==> config.mk <==
export PLATFORM = sky130hd
export DESIGN_NAME = hdu_client_flat
export DESIGN_NICKNAME = d
export VERILOG_FILES = /design/src/rtl/hdu_client_if.sv /design/src/rtl/hdu_client.sv /design/src/flat_wrapper.sv
export SDC_FILE = /design/constraint.sdc
export NUM_CORES = 1
export LEC_CHECK = 0
export CAP_MARGIN = 5
export CORE_MARGIN = 2
export CORE_UTILIZATION = 56
export DETAILED_ROUTE_END_ITERATION = 8
export PLACE_DENSITY = 0.88
export SLEW_MARGIN = 25
export SYNTH_ARGS = -nofsm -noshare
export SYNTH_HDL_FRONTEND = slang
export SYNTH_SLANG_ARGS = --single-unit
==> constraint.sdc <==
create_clock -name clk -period 4.7 [get_ports clk]
set_input_delay 1.41 -clock clk [delete_from_list [all_inputs] [get_ports clk]]
set_output_delay 1.41 -clock clk [all_outputs]
set_load 0.02 [all_outputs]
==> src/rtl/hdu_client_if.sv <==
// Bus bundle between hdu_client and its environment: upstream request,
// HDU lock/release ports, flush control, status and statistics.
interface hdu_client_if #(
  parameter int ADDR_W = 16,
  parameter int CNT_W  = 5
);
  logic [ADDR_W-1:0] in_addr;
  logic              in_valid;
  logic              in_ready;
  logic              flush_req;
  logic              flush_done;
  logic [ADDR_W-1:0] Raddr;
  logic              Raddr_valid;
  logic              stall_signal;
  logic              wb_done;
  logic [ADDR_W-1:0] Waddr;
  logic              Waddr_valid;
  logic [CNT_W-1:0]  inflight_cnt;
  logic              err_underflow;
  logic              err_deadlock;
  logic [31:0]       stat_stall;
  logic [31:0]       stat_issued;

  modport slave (
    input  in_addr, in_valid, flush_req, stall_signal, wb_done,
    output in_ready, flush_done, Raddr, Raddr_valid, Waddr, Waddr_valid,
           inflight_cnt, err_underflow, err_deadlock, stat_stall, stat_issued
  );

  modport master (
    output in_addr, in_valid, flush_req, stall_signal, wb_done,
    input  in_ready, flush_done, Raddr, Raddr_valid, Waddr, Waddr_valid,
           inflight_cnt, err_underflow, err_deadlock, stat_stall, stat_issued
  );
endinterface

==> src/rtl/hdu_client.sv <==
// HDU client: issues lock reads, tracks in-flight addresses in a FIFO, releases on write-back.
// Optional statistics counters are enabled by defining HDU_CLIENT_STATS_EN.
module hdu_client #(
  parameter int ADDR_W = 16,
  parameter int DEPTH  = 16,
  parameter int CNT_W  = $clog2(DEPTH+1)
) (
  input  logic         clk,
  input  logic         rst,
  hdu_client_if.slave  bus
);
  localparam int PTR_W = $clog2(DEPTH);

  typedef enum logic [1:0] {S_RUN, S_DRAIN, S_FLUSHED} state_t;

  state_t            r_state, w_state_nxt;
  logic [ADDR_W-1:0] r_mem [DEPTH];
  logic [PTR_W-1:0]  r_wr_ptr, r_rd_ptr;
  logic [CNT_W-1:0]  r_cnt;
  logic [ADDR_W-1:0] r_raddr, r_waddr;
  logic              r_raddr_vld, r_waddr_vld;
  logic              r_err_uf, r_err_dl, r_dl_pend;
  logic              w_in_ready, w_push, w_pop, w_empty;

  assign w_empty    = (r_cnt == '0);
  assign w_in_ready = (r_state == S_RUN) & ~bus.stall_signal & (r_cnt < CNT_W'(DEPTH));
  assign w_push     = bus.in_valid & w_in_ready;
  // Pops only see entries present at the start of the cycle.
  assign w_pop      = bus.wb_done & ~w_empty;

  always_comb begin
    w_state_nxt = r_state;
    case (r_state)
      S_RUN:     if (bus.flush_req) w_state_nxt = S_DRAIN;
      S_DRAIN:   if (w_empty && !r_raddr_vld) w_state_nxt = S_FLUSHED;
      S_FLUSHED: if (!bus.flush_req) w_state_nxt = S_RUN;
      default:   w_state_nxt = S_RUN;
    endcase
  end

  always_ff @(posedge clk) begin
    if (!rst) r_state <= S_RUN;
    else      r_state <= w_state_nxt;
  end

  always_ff @(posedge clk) begin
    if (w_push) r_mem[r_wr_ptr] <= bus.in_addr;
  end

  always_ff @(posedge clk) begin
    if (!rst) begin
      r_wr_ptr    <= '0;
      r_rd_ptr    <= '0;
      r_cnt       <= '0;
      r_raddr     <= '0;
      r_raddr_vld <= 1'b0;
      r_waddr     <= '0;
      r_waddr_vld <= 1'b0;
      r_err_uf    <= 1'b0;
      r_err_dl    <= 1'b0;
      r_dl_pend   <= 1'b0;
    end else begin
      if (w_push) r_wr_ptr <= r_wr_ptr + PTR_W'(1);
      if (w_pop)  r_rd_ptr <= r_rd_ptr + PTR_W'(1);
      case ({w_push, w_pop})
        2'b10:   r_cnt <= r_cnt + CNT_W'(1);
        2'b01:   r_cnt <= r_cnt - CNT_W'(1);
        default: r_cnt <= r_cnt;
      endcase
      // A stalled request stays on the HDU port until the stall lifts.
      if (!bus.stall_signal) begin
        r_raddr_vld <= w_push;
        if (w_push) r_raddr <= bus.in_addr;
      end
      r_waddr_vld <= w_pop;
      if (w_pop) r_waddr <= r_mem[r_rd_ptr];
      if (bus.wb_done && w_empty) r_err_uf <= 1'b1;
      r_dl_pend <= bus.stall_signal & w_empty;
      if (bus.stall_signal && w_empty && r_dl_pend) r_err_dl <= 1'b1;
    end
  end

  assign bus.in_ready      = w_in_ready;
  assign bus.flush_done    = (r_state == S_FLUSHED);
  assign bus.Raddr         = r_raddr;
  assign bus.Raddr_valid   = r_raddr_vld;
  assign bus.Waddr         = r_waddr;
  assign bus.Waddr_valid   = r_waddr_vld;
  assign bus.inflight_cnt  = r_cnt;
  assign bus.err_underflow = r_err_uf;
  assign bus.err_deadlock  = r_err_dl;

`ifdef HDU_CLIENT_STATS_EN
  logic [31:0] r_stat_stall, r_stat_issued;

  always_ff @(posedge clk) begin
    if (!rst) begin
      r_stat_stall  <= '0;
      r_stat_issued <= '0;
    end else begin
      if (bus.stall_signal && r_stat_stall != '1) r_stat_stall  <= r_stat_stall + 32'd1;
      if (w_push && r_stat_issued != '1)          r_stat_issued <= r_stat_issued + 32'd1;
    end
  end

  assign bus.stat_stall  = r_stat_stall;
  assign bus.stat_issued = r_stat_issued;
`else
  assign bus.stat_stall  = '0;
  assign bus.stat_issued = '0;
`endif
endmodule
==> src/flat_wrapper.sv <==
// flat-port wrapper written by rule: the top's interface ports become plain ports
module hdu_client_flat 
#(
  parameter int ADDR_W = 16,
  parameter int DEPTH  = 16,
  parameter int CNT_W  = $clog2(DEPTH+1)
)
  (clk, rst, bus_in_addr, bus_in_valid, bus_flush_req, bus_stall_signal, bus_wb_done, bus_in_ready, bus_flush_done, bus_Raddr, bus_Raddr_valid, bus_Waddr, bus_Waddr_valid, bus_inflight_cnt, bus_err_underflow, bus_err_deadlock, bus_stat_stall, bus_stat_issued);
  hdu_client_if #(.ADDR_W(ADDR_W), .CNT_W(CNT_W)) bus_i ();
  input  logic clk;
  input  logic rst;
  input wire logic [$bits(bus_i.in_addr)-1:0] bus_in_addr;
  input wire logic [$bits(bus_i.in_valid)-1:0] bus_in_valid;
  input wire logic [$bits(bus_i.flush_req)-1:0] bus_flush_req;
  input wire logic [$bits(bus_i.stall_signal)-1:0] bus_stall_signal;
  input wire logic [$bits(bus_i.wb_done)-1:0] bus_wb_done;
  output wire logic [$bits(bus_i.in_ready)-1:0] bus_in_ready;
  output wire logic [$bits(bus_i.flush_done)-1:0] bus_flush_done;
  output wire logic [$bits(bus_i.Raddr)-1:0] bus_Raddr;
  output wire logic [$bits(bus_i.Raddr_valid)-1:0] bus_Raddr_valid;
  output wire logic [$bits(bus_i.Waddr)-1:0] bus_Waddr;
  output wire logic [$bits(bus_i.Waddr_valid)-1:0] bus_Waddr_valid;
  output wire logic [$bits(bus_i.inflight_cnt)-1:0] bus_inflight_cnt;
  output wire logic [$bits(bus_i.err_underflow)-1:0] bus_err_underflow;
  output wire logic [$bits(bus_i.err_deadlock)-1:0] bus_err_deadlock;
  output wire logic [$bits(bus_i.stat_stall)-1:0] bus_stat_stall;
  output wire logic [$bits(bus_i.stat_issued)-1:0] bus_stat_issued;
  assign bus_i.in_addr = bus_in_addr;
  assign bus_i.in_valid = bus_in_valid;
  assign bus_i.flush_req = bus_flush_req;
  assign bus_i.stall_signal = bus_stall_signal;
  assign bus_i.wb_done = bus_wb_done;
  assign bus_in_ready = bus_i.in_ready;
  assign bus_flush_done = bus_i.flush_done;
  assign bus_Raddr = bus_i.Raddr;
  assign bus_Raddr_valid = bus_i.Raddr_valid;
  assign bus_Waddr = bus_i.Waddr;
  assign bus_Waddr_valid = bus_i.Waddr_valid;
  assign bus_inflight_cnt = bus_i.inflight_cnt;
  assign bus_err_underflow = bus_i.err_underflow;
  assign bus_err_deadlock = bus_i.err_deadlock;
  assign bus_stat_stall = bus_i.stat_stall;
  assign bus_stat_issued = bus_i.stat_issued;
  hdu_client #(.ADDR_W(ADDR_W), .DEPTH(DEPTH), .CNT_W(CNT_W)) u_core (.clk(clk), .rst(rst), .bus(bus_i));
endmodule
==> reports/qor.yml <==
drt-total-wl_mm: 27.02
placed_area_um2: 13130
holdPathStages: 1
fin_crit_ns: 4.337
die_width_um: 152.5
final_area_um2: 14080
cts.sinks: 308
ys_ff_latch: 308
slew_headroom_pct: 30.38
drtPass1Iterations: 5
worst_ep_required_time_ns: 3.29
syn_area_um2: 12360
crit_arrival_ns: 2.93
synthTopCellsByCount: "edfxtp_1 (256), mux2i_1 (132), buf_4 (66)"
syn_avg_cell_area_um2: 15.00
clk_latency_ns: 0.55
synth_largest_area_cell: "edfxtp_1"
worst_pin_slew_ns: 1.041
ys_warn_count: 0
portBuffers: 64
dpl.hpwl_mm: 16.54
syn_to_final_growth_pct: 13.92
drive_gt1_share_pct: 9.002
synth_cells: 824
grt_max_degree: 46
ios: 129
synth.area.top_cells: "edfxtp_1 (62%), mux2i_1 (11%), dfxtp_1 (8.4%), buf_4 (4.0%), o22ai_1 (3.2%)"
htree_levels: 1
drv_cap: 0
outcome: "complete, no violations"
yosysMostFrequentCell: "edfxtp_1"
grt_pass1_vias: 7101
synth_top_area_share_pct: 62.21
drt-initial-drc-count: 693
cp-end-kind: "output port"
die_h_um: 152.5
wl_per_cell_um: 22.46
postCtsResizedCells: 0
track_usage_pct: 22.64
cts_root_buf: "clkbuf_16"
cts_max_path_buffers: 3
path_class: "input pin to output port"
grt-ovfl-total: 0
ctsHoldBuffers: 0
yosysSeqAreaShare_pct: 70.64
worstPathMaxFanout: 4
vias: 7170
grt_first_pass_wirelength_mm: 40.41
period_share_pct: 92.27
drt_drc_violations_left: 0
synth-async-reset-ratio_pct: 0
core.rowCount: 54
dp_cells: 1148
hp-class: "flip-flop to flip-flop"
antenna_found_initial: 1
dpl_worst_slack_ns: 0.3585
hold_viol: 0
fin_cells: 1203
fin_ws_ns: 0.3632
power_per_cell_area_nw_per_um2: 482.9
cts_tree: "built"
leakage_nw: 4.534
final_util_pct: 64.71
fin_hold_ws_ns: 0.4459
power_mw: 6.798
max_freq_ghz: 0.2306
tns_ns: 0
setup-violations-final: 0
initial_core_util_pct: 56.80
yosysUniqueCellTypes: 40
cts_setup_buffers: 0
fin_nets: 929
ant_nets: 0
vdd_drop_max_mv: 0.3326
rsz0062_at_grt: "false"
core-area_um2: 21760
synth_ff_type: "edfxtp_1"
gp_congestion: 0.8372
critPathLaunchType: "input pin"
slew_violations: 0
dieArea_um2: 23270
cts_buffers: 29
synth-edff-count: 256
clk_pin_slew_ns: 0.06
rr_worst_depth: 9
fin_worst_skew_ns: 0.01321
viasPerCell: 5.960
critical path: stages:
cell and delay [ns]:
clkdlybuf4s50_1 0.48, nor4_4 0.36, clkdlybuf4s50_1 0.68
worst paths after layout:
path,startpoint,to,slack (ns)
setup / recovery,bus_stall_signal,bus_in_ready,0.36
hold / removal,u_core.r_dl_pend,u_core.bus.err_deadlock,0.45
setup reg to reg,u_core.bus.inflight_cnt[1],u_core.bus.inflight_cnt[4],1.71
hold reg to reg,u_core.r_dl_pend,u_core.bus.err_deadlock,0.45
flip-flops by register name (all words and copies together), names as in the netlist:
signal / cells
u_core.bus.Raddr: 16
u_core.bus.Raddr_valid: 1
u_core.bus.Waddr: 16
u_core.bus.Waddr_valid: 1
u_core.bus.err_deadlock: 1
u_core.bus.err_underflow: 1
u_core.bus.inflight_cnt: 5
u_core.r_dl_pend: 1
u_core.r_mem: 256
u_core.r_rd_ptr: 4
u_core.r_state: 2
u_core.r_wr_ptr: 4
cell type report:
cell class | count | area (µm²)
Sequential cell | 308 | 8732
Tap cell | 280 | 350.3
Clock inverter | 21 | 206.4
Antenna cell | 1 | 2.502
Clock buffer | 33 | 740.7
Multi-Input combinational cell | 462 | 3131
Inverter | 5 | 18.77
Fill cell | 1481 | 7679
Timing Repair Buffer | 93 | 895.9
routing by layer:
metal / routed length (µm) / GRT usage [%]
met5: 0 / 0
met4: 779 / 8.554
met3: 2325 / 3.783
met2: 13480 / 39.21
met1: 10440 / 28.91
cells in the final DEF, fill, tap and decap left out, types with 2 or more instances in the layout:
| cell type | count |
|---|---|
| edfxtp_1 | 256 |
| nor3_2 | 4 |
| bufinv_16 | 4 |
| nor4_1 | 17 |
| o21ai_1 | 9 |
| clkinv_1 | 7 |
| o311a_1 | 2 |
| conb_1 | 64 |
| o22ai_1 | 64 |
| or3_1 | 3 |
| and2_1 | 2 |
| xnor2_1 | 4 |
| nand2_1 | 42 |
| inv_1 | 4 |
| xor2_1 | 5 |
| clkinv_2 | 6 |
| nand3b_1 | 6 |
| a21oi_1 | 41 |
| buf_12 | 3 |
| mux2i_1 | 132 |
| and3_1 | 3 |
| or3b_1 | 3 |
| nand2b_1 | 4 |
| buf_4 | 26 |
| o21ai_0 | 8 |
| inv_6 | 2 |
| o21ai_2 | 3 |
| clkbuf_1 | 4 |
| clkdlybuf4s50_1 | 64 |
| dfxtp_1 | 51 |
| nand3_1 | 4 |
| nor2_1 | 24 |
| ha_1 | 8 |
| clkbuf_16 | 29 |
cells by family after synthesis:
family                     Yosys count  synth area share (%)
other                                1               0.03035
adders and majority gates            8                0.8101
DFF                                308                 70.64
AOI/OAI and AO/OA                  132                 6.288
and+or+nand+nor                    117                 4.800
xor gates and xnor gates             9                0.6379
buffers and inverters              117                 6.106
muxes                              132                 10.69
power breakdown:
group | switching [mW] | internal [mW] | total, mW
sequential | 0.126 | 3.12 | 3.25
combinational | 0.749 | 0.482 | 1.23
clock | 0.970 | 1.35 | 2.32
Power figures use the tool's default switching activity.
